**config.mk**
```make
export PLATFORM = sky130hd
export DESIGN_NAME = gray_sync_decoder
export DESIGN_NICKNAME = d
export VERILOG_FILES = /design/src/rtl/gray_sync_decoder.sv
export SDC_FILE = /design/constraint.sdc
export NUM_CORES = 1
export LEC_CHECK = 0
export BUFFER_PORTS_ARGS = -buffer_cell sky130_fd_sc_hd__buf_2
export CORE_MARGIN = 2
export CORE_UTILIZATION = 51
export DETAILED_ROUTE_END_ITERATION = 8
export PLACE_DENSITY = 0.8
export SLEW_MARGIN = 0
export SYNTH_ARGS = -nofsm -noshare
export SYNTH_HDL_FRONTEND = slang
export SYNTH_SLANG_ARGS = --single-unit
```
**constraint.sdc**
```tcl
create_clock -name clk -period 2.24 [get_ports clk]
set_input_delay 0.224 -clock clk [delete_from_list [all_inputs] [get_ports clk]]
set_output_delay 0.224 -clock clk [all_outputs]
set_load 0.02 [all_outputs]
```
**src/rtl/gray_sync_decoder.sv**
```systemverilog
// Receive stage for a Gray-coded count from another clock region: synchronise,
// validate single-bit steps, decode to binary, and resynchronise after illegal jumps.
module gray_sync_decoder #(
  parameter int WIDTH       = 4,
  parameter int SYNC_STAGES = 2,
  parameter int STABLE_CYC  = 3
) (
  input  logic             clk,
  input  logic             rst_n,
  input  logic [WIDTH-1:0] gray_in,
  input  logic             en,
  output logic [WIDTH-1:0] bin_out,
  output logic             bin_valid,
  output logic             dir_up,
  output logic             wrap,
  output logic             step_err,
  output logic [7:0]       err_count
);

  localparam int FW = $clog2(SYNC_STAGES + 1);
  localparam int SW = $clog2(STABLE_CYC + 1);

  typedef enum logic [1:0] {FILL, TRACK, RESYNC} state_t;

  state_t                             state;
  logic [SYNC_STAGES-1:0][WIDTH-1:0]  sync_q;
  logic [WIDTH-1:0]                   gs;
  logic [WIDTH-1:0]                   gs_prev;
  logic [WIDTH-1:0]                   gp;
  logic [FW-1:0]                      fill_cnt;
  logic [SW-1:0]                      stable_cnt;
  logic [WIDTH-1:0]                   dec_gs;
  logic [WIDTH-1:0]                   dec_gp;
  logic [WIDTH-1:0]                   diff;
  logic                               one_bit;
  logic                               multi_bit;
  logic                               step_up;

  function automatic logic [WIDTH-1:0] gray2bin(input logic [WIDTH-1:0] g);
    logic [WIDTH-1:0] b;
    b[WIDTH-1] = g[WIDTH-1];
    for (int i = WIDTH - 2; i >= 0; i--) begin
      b[i] = b[i+1] ^ g[i];
    end
    return b;
  endfunction

  // The synchroniser runs regardless of en so that a resumed FSM sees current data.
  always_ff @(posedge clk or negedge rst_n) begin
    if (!rst_n) begin
      sync_q <= '0;
    end else begin
      sync_q <= {sync_q[SYNC_STAGES-2:0], gray_in};
    end
  end

  assign gs     = sync_q[SYNC_STAGES-1];
  assign dec_gs = gray2bin(gs);
  assign dec_gp = gray2bin(gp);
  assign diff   = gs ^ gp;

  // A power-of-two difference means exactly one bit changed.
  assign one_bit   = (diff != '0) && ((diff & (diff - WIDTH'(1))) == '0);
  assign multi_bit = (diff != '0) && !one_bit;
  assign step_up   = (dec_gs == dec_gp + WIDTH'(1));

  always_ff @(posedge clk or negedge rst_n) begin
    if (!rst_n) begin
      state      <= FILL;
      gs_prev    <= '0;
      gp         <= '0;
      fill_cnt   <= '0;
      stable_cnt <= '0;
      bin_out    <= '0;
      bin_valid  <= 1'b0;
      dir_up     <= 1'b1;
      wrap       <= 1'b0;
      step_err   <= 1'b0;
      err_count  <= '0;
    end else begin
      gs_prev   <= gs;
      bin_valid <= 1'b0;
      wrap      <= 1'b0;
      step_err  <= 1'b0;
      if (en) begin
        case (state)
          FILL: begin
            if (fill_cnt == FW'(SYNC_STAGES - 1)) begin
              gp      <= gs;
              bin_out <= dec_gs;
              state   <= TRACK;
            end else begin
              fill_cnt <= fill_cnt + FW'(1);
            end
          end
          TRACK: begin
            if (one_bit) begin
              gp        <= gs;
              bin_out   <= dec_gs;
              bin_valid <= 1'b1;
              dir_up    <= step_up;
              wrap      <= step_up ? (dec_gs == '0) : (dec_gs == '1);
            end else if (multi_bit) begin
              step_err   <= 1'b1;
              stable_cnt <= '0;
              state      <= RESYNC;
              if (err_count != 8'hFF) begin
                err_count <= err_count + 8'd1;
              end
            end
          end
          RESYNC: begin
            // Leave only after STABLE_CYC consecutive unchanged samples.
            if (gs == gs_prev) begin
              if (stable_cnt == SW'(STABLE_CYC - 1)) begin
                gp         <= gs;
                bin_out    <= dec_gs;
                bin_valid  <= 1'b1;
                stable_cnt <= '0;
                state      <= TRACK;
              end else begin
                stable_cnt <= stable_cnt + SW'(1);
              end
            end else begin
              stable_cnt <= '0;
            end
          end
          default: state <= FILL;
        endcase
      end
    end
  end

endmodule

```
; ---- After elaboration in Yosys (flattened, before gate mapping)
; Cells that the tools add are included.
[totals]
wordCells = 91
reg_bits = 38
inputBits = 7
output_inout_bits = 16
[op_classes]
addsub = 5
n_eq_ne = 14
muxes = 34
bitwise = 10
n_reduce_logical = 15
[ops]
columns = cell, n
row1 = two-way mux 4 bit, 8
row2 = one-hot mux 4 bit (3 select lines), 2
row3 = two-way mux 2 bit, 9
row4 = two-way mux 1 bit, 12
row5 = "inequality test 2 bit, second input constant", 6
row6 = AND reduction 6 bit, 2
row7 = "adder 8 x 1 -> 8 bit, second input constant", 1
row8 = equality test 4 bit, 2
row9 = logical NOT 4 bit, 2
row10 = "inequality test 8 bit, second input constant", 1
row11 = one-hot mux 2 bit (3 select lines), 1
row12 = AND reduction 3 bit, 2
row13 = XOR 1 bit, 6
row14 = AND reduction 5 bit, 1
row15 = "adder 2 x 1 -> 2 bit, second input constant", 2
row16 = "adder 4 x 1 -> 4 bit, second input constant", 1
row17 = AND 4 bit, 1
row18 = "equality test 2 x 1 -> 1 bit, second input constant", 2
row19 = "equality test 2 bit, second input constant", 2
row20 = "equality test 4 bit, second input constant", 1
row21 = one-hot mux 2 bit (2 select lines), 1
row22 = AND reduction 4 bit, 1
row23 = nonzero test 4 bit, 1
row24 = "subtractor 4 x 1 -> 4 bit, second input constant", 1
row25 = other kinds (8), 10

; ---- Logic depth before layout (Yosys ltp)
[logic_depth]
depth_word = 11
depth_mapped = 9
depth_no_buf = 9

; ---- Least setup slack after synthesis
; Ideal clock, no wire load.
[synth_timing]
path_type = register -> register
from = reg sync_q, in the netlist gs[3]
to = reg wrap
period_less_slack_ps = 2352
n_path_buf = 0
t_arrival_ps = 2274
stages_incl_launch_ff = 10
path_slack_ps = -112
setup_time_ps = 78
required_time_ps = 2162
cell_sequence = dfrtp_1 inv_1 ha_1 xor2_1 ha_1 xnor2_1 and3_1 nor2_1 or4_1 a21oi_1
[synth_via]
elab_chain_cells = 8
word_cells_on_any_way = 16
cone_classes = add/sub: 1 / eq/ne: 2 / mux: 4 / bitwise: 5 / reduce/logical: 4
[synth_lines]
columns = item, line
row1 = "start, declared", 26  ; logic [SYNC_STAGES-1:0][WIDTH-1:0] sync_q;
row2 = "start signal, assigned", 53  ; sync_q <= {sync_q[SYNC_STAGES-2:0], gray_in};
row3 = XOR 1 bit (*), 43  ; b[i] = b[i+1] ^ g[i];
row4 = via dec_gs[2], 32  ; logic [WIDTH-1:0] dec_gs;
row5 = XOR 1 bit (*), 43
row6 = via dec_gs[1], 32
row7 = XOR 1 bit, 43
row8 = equality test 4 bit (tied with other cells), 102  ; wrap <= step_up ? (dec_gs == '0) : (dec_gs == '1);
row9 = two-way mux 1 bit (*), 102
row10 = two-way mux 1 bit (*), 97  ; if (one_bit) begin
row11 = two-way mux 1 bit (*), 86  ; case (state)
row12 = two-way mux 1 bit (*), 85  ; if (en) begin
row13 = "end signal, assigned", 102
row14 = "end, declared", 15  ; output logic wrap,
; Mark *: on every way through the listed nets, which the timed path passes. The rest lies on a longest branch.
; A chain may end at the register's enable or synchronous reset.

; ---- Final worst setup path
; Same ends and word-level chain as after synthesis.

==> summary.md <==
| Metric | Value |
|---|---|
| Slew Viols, Final | 0 |
| Clock root buffer | clkbuf_8 |
| Mapped Area | 1870 um2 |
| First-pass GRT wire length | 5610 um |
| Critical Path End | wrap$_DFF_PN0_ |
| DR pass1 iterations | 4 |
| Register area share after synthesis | 0.495 |
| Post-synth EDFFs | 0 |
| # clock sinks | 37 |
| Worst slew pin tran | 0.802 ns |
| CP cell instances | inv_2 > ha_4 > xor2_4 > ha_4 > xnor2_4 > and3_1 > nor2_2 > or4_4 > a21oi_2 |
| Vias after detailed routing | 1,271 |
| Yosys warns | 0 |
| Final Skew | 0.00597 ns |
| TritonCTS clock tree | done |
| F_max | 457 MHz |
| Instance count on the critical path | 9 |
| Tcrit/Tclk final | 0.976 |
| Cells after DPL | 230 |
| R2r worst-path depth | 9 |
| Adder-cell area share of the yosys netlist | 0.0856 |
| Clock Pin Slew Worst Setup and Hold Paths | 0.07 ns |
| Critical path buffer and inverter count | 1 |
| Max cap viols | 0 |
| Area delta synth->final | 24.2% |
| Cell count after synthesis | 156 |
| VDD IR max | 665 uV |
| Leakage power | 1.10 nW |
| GRT Total Usage | 0.180 |
| Worst path max stage delay | 0.42 ns |
| Flops & latches, synth | 37 |
| Combinational family with the most area after synthesis | simple AND/OR/NAND/NOR gates |
| RR Endpoint | wrap$_DFF_PN0_ |
| Final #Nets | 210 |
| Initial DRC count | 20 |
| Mean Syn Cell Area | 12.0 um2 |
| Worst Hold Slack | 0.0182 ns |
| Max FO, Critical Path | 3 |
| Proportion of layout cells with a drive suffix above 1 | 0.380 |
| Setup_tns | 0 ns |
| Crit start category | flop |
| Post-Synth Simple-Gate Area | 0.120 |
| Dpl ws | -0.0364 ns |
| Final min period | 2.19 ns |
| Die Wd | 64.6 um |
| Synth unique cells | 40 |
| Element type at the critical path end | flop |
| # diodes | 0 |
| CTS Hold Bufs | 0 |
| Finished Cell Area | 2320 um2 |
| Worst setup margin | 0.0538 ns |
| Cell Pwr Density | 1330 nW/um2 |
| Final Wtd Congestion | 0.807 |
| Initial Util | 0.519 |
| Synthesized Nets | 175 |
| Final Hold Viols | 0 |
| Worst Hold Class | in -> async |
| Most frequent CP cell | ha_4 |
| Finish-stage setup viols | 0 |
| Aggregate global routing overflow | 0 |
| Reg2Reg Setup Slack | 0.05 ns |
| Critical path arrival | 2.41 ns |
| Die area | 4170 um2 |
| Vias in the first global route | 1,287 |
| Clock Tree Buf Depth | 2 |
| Critical path startpoint | gs[3]$_DFF_PN0_ |
| Slowest CP cell | or4_4 |
| Top Ports | 23 |
| Critical Path RT | 2.46 ns |
| Final ANT Viol Nets | 0 |
| Non-filler cells, final | 240 |
| Initial antenna violation count | 0 |
| Pin count of the biggest net entering global routing | 38 |
| Average wire per standard cell | 14.4 um |
| Synth Area in Compound Gates | 0.0635 |
| Worst slew margin | 0.466 |
| Via/cell ratio | 5.30 |
| WL final | 3450 um |
| Chip height | 64.6 um |
| RSZ-0062 raised after global routing | true |
| H-tree Lvls | 2 |
| XOR/XNOR Fraction of Synth Area | 0.110 |
| Synth Flop Type | dfrtp_1 |
| Drt drc | 0 |
| Core ar. | 3610 um2 |
| Worst setup path category | reg -> reg |
| Status | completed |
| # port buffers | 22 |
| Cell Area, Placed | 2100 um2 |
| Row count | 22 |
| Worst-Skew Late Latency | 0.29 ns |
| Mux share of post-synthesis cell area | 0.0963 |
| Worst r2r src | gs[3]$_DFF_PN0_ |
| Post-synth ARST share | 1.00 |
| Hpwl dp | 2450 um |
| Fillers | 272 |
| Cts bufs inserted | 5 |
| Crit-path leading delay family | simple AND/OR/NAND/NOR gates |
-- layout by cell type (no fill, tap or decap), types with 2 or more instances in the layout --
master / n
buf_4: 8
dfrtp_1: 33
nand4_1: 3
nand3_1: 6
buf_2: 22
mux2i_1: 3
ha_1: 9
nor4_1: 2
nand2b_1: 2
ha_4: 3
xor2_1: 8
xor2_4: 3
xnor2_1: 7
xor2_2: 2
o21ai_0: 2
clkbuf_8: 5
dfrtp_2: 3
nand2_1: 8
and3_1: 4
nor2b_1: 2
nor3_1: 4
nor2_1: 2
inv_2: 2
o211ai_1: 2
inv_1: 9
mux2_2: 12
-- cells in the mapped netlist (2+ instances only) --
cell	instances	share of area
nor2b_1	2	0.0067
xor2_2	3	0.026
o211ai_1	2	0.0080
nand2b_1	2	0.0067
dfrtp_1	36	0.48
inv_1	11	0.022
xnor2_1	8	0.037
nand2_1	8	0.016
mux2i_1	3	0.016
and3_1	4	0.013
nor4_1	2	0.0067
o21ai_0	2	0.0053
mux2_2	12	0.072
nand4_1	3	0.010
a21oi_1	2	0.0053
nand3_1	6	0.016
nor2_1	3	0.0060
ha_1	12	0.080
xor2_1	10	0.047
nor3_1	5	0.013
-- how the worst min path moves through the flow --
stage                    start                      to  slack, ns  cells after the start
finish                   rst_n  bin_out[0]$_DFFE_PN0P_       0.02                      1
global route        gray_in[1]     sync_q[1]$_DFF_PN0_       0.02                      1
CTS                 gray_in[0]     sync_q[0]$_DFF_PN0_       0.03                      1
detailed placement  gray_in[0]     sync_q[0]$_DFF_PN0_       0.33                      1
global placement    gray_in[0]     sync_q[0]$_DFF_PN0_       0.33                      1
floorplan                rst_n  bin_out[0]$_DFFE_PN0P_      -0.07                      0
-- flip-flops by register name, indices dropped and copies added (netlist names) --
name and cells:
gs_prev 4, state 2, bin_out 4, stable_cnt 2, dir_up 1, gp 3, err_count 8, step_err 1
sync_q 4, wrap 1, fill_cnt 2, bin_valid 1, gs 4
-- worst reg2reg max path, cell delays in order (launching register included) --
cell and delay (ns):
dfrtp_2 0.41, inv_2 0.07, ha_4 0.22, xor2_4 0.19, ha_4 0.31, xnor2_4 0.12
and3_1 0.20, nor2_2 0.05, or4_4 0.42, a21oi_2 0.14
-- power breakdown --
part           internal [mW]  switching, mW  total [mW]
Clock                  0.334          0.234       0.568
Sequential             0.837          0.172        1.01
Combinational          0.717          0.801        1.52
Total                   1.89           1.21        3.10
-- per-stage QoR --
stage	utilization	total power, mW
2_1_floorplan	-	1.97
3_3_place_gp	0.581	2.22
3_5_place_dp	0.581	2.30
4_1_cts	0.612	2.88
5_1_grt	0.645	3.31
6_report	0.645	3.10
-- cell type report --
type                       instances  area, um2  share of cell area
clock inverter                     2       38.8              0.0167
sequential                        37        931               0.400
multi-input combinational        106       1010               0.435
tap                               48       60.1              0.0258
timing repair buffer              30        170              0.0732
inverter                          11       41.3              0.0178
clock buffer                       6       72.6              0.0312
-- routing by layer --
layer	GRT usage	wire, um	up-vias
li1	-	-	610
met1	0.200	1450	631
met2	0.322	1810	22
met3	0.0469	116	8
met4	0.0798	73	0
met5	0	0	-
-- logic make-up (layout without fill, tap and decap cells) --
group / count (synthesis) / after routing
adder cells (fa/ha/maj): 13 / 13
AND/OR/NAND/NOR: 40 / 40
multiplexers: 16 / 16
buffers and inverters: 13 / 49
XOR/XNOR: 21 / 21
flip-flops: 37 / 37
AO/OA/AOI/OAI: 16 / 16
-- timing repair --
item	4_1_cts	5_1_grt
resized for setup	2	16
cloned	0	0
setup buffers	0	2
setup endpoints to repair	1	2
pin swaps	1	4
(Power assumes the default switching activity.)
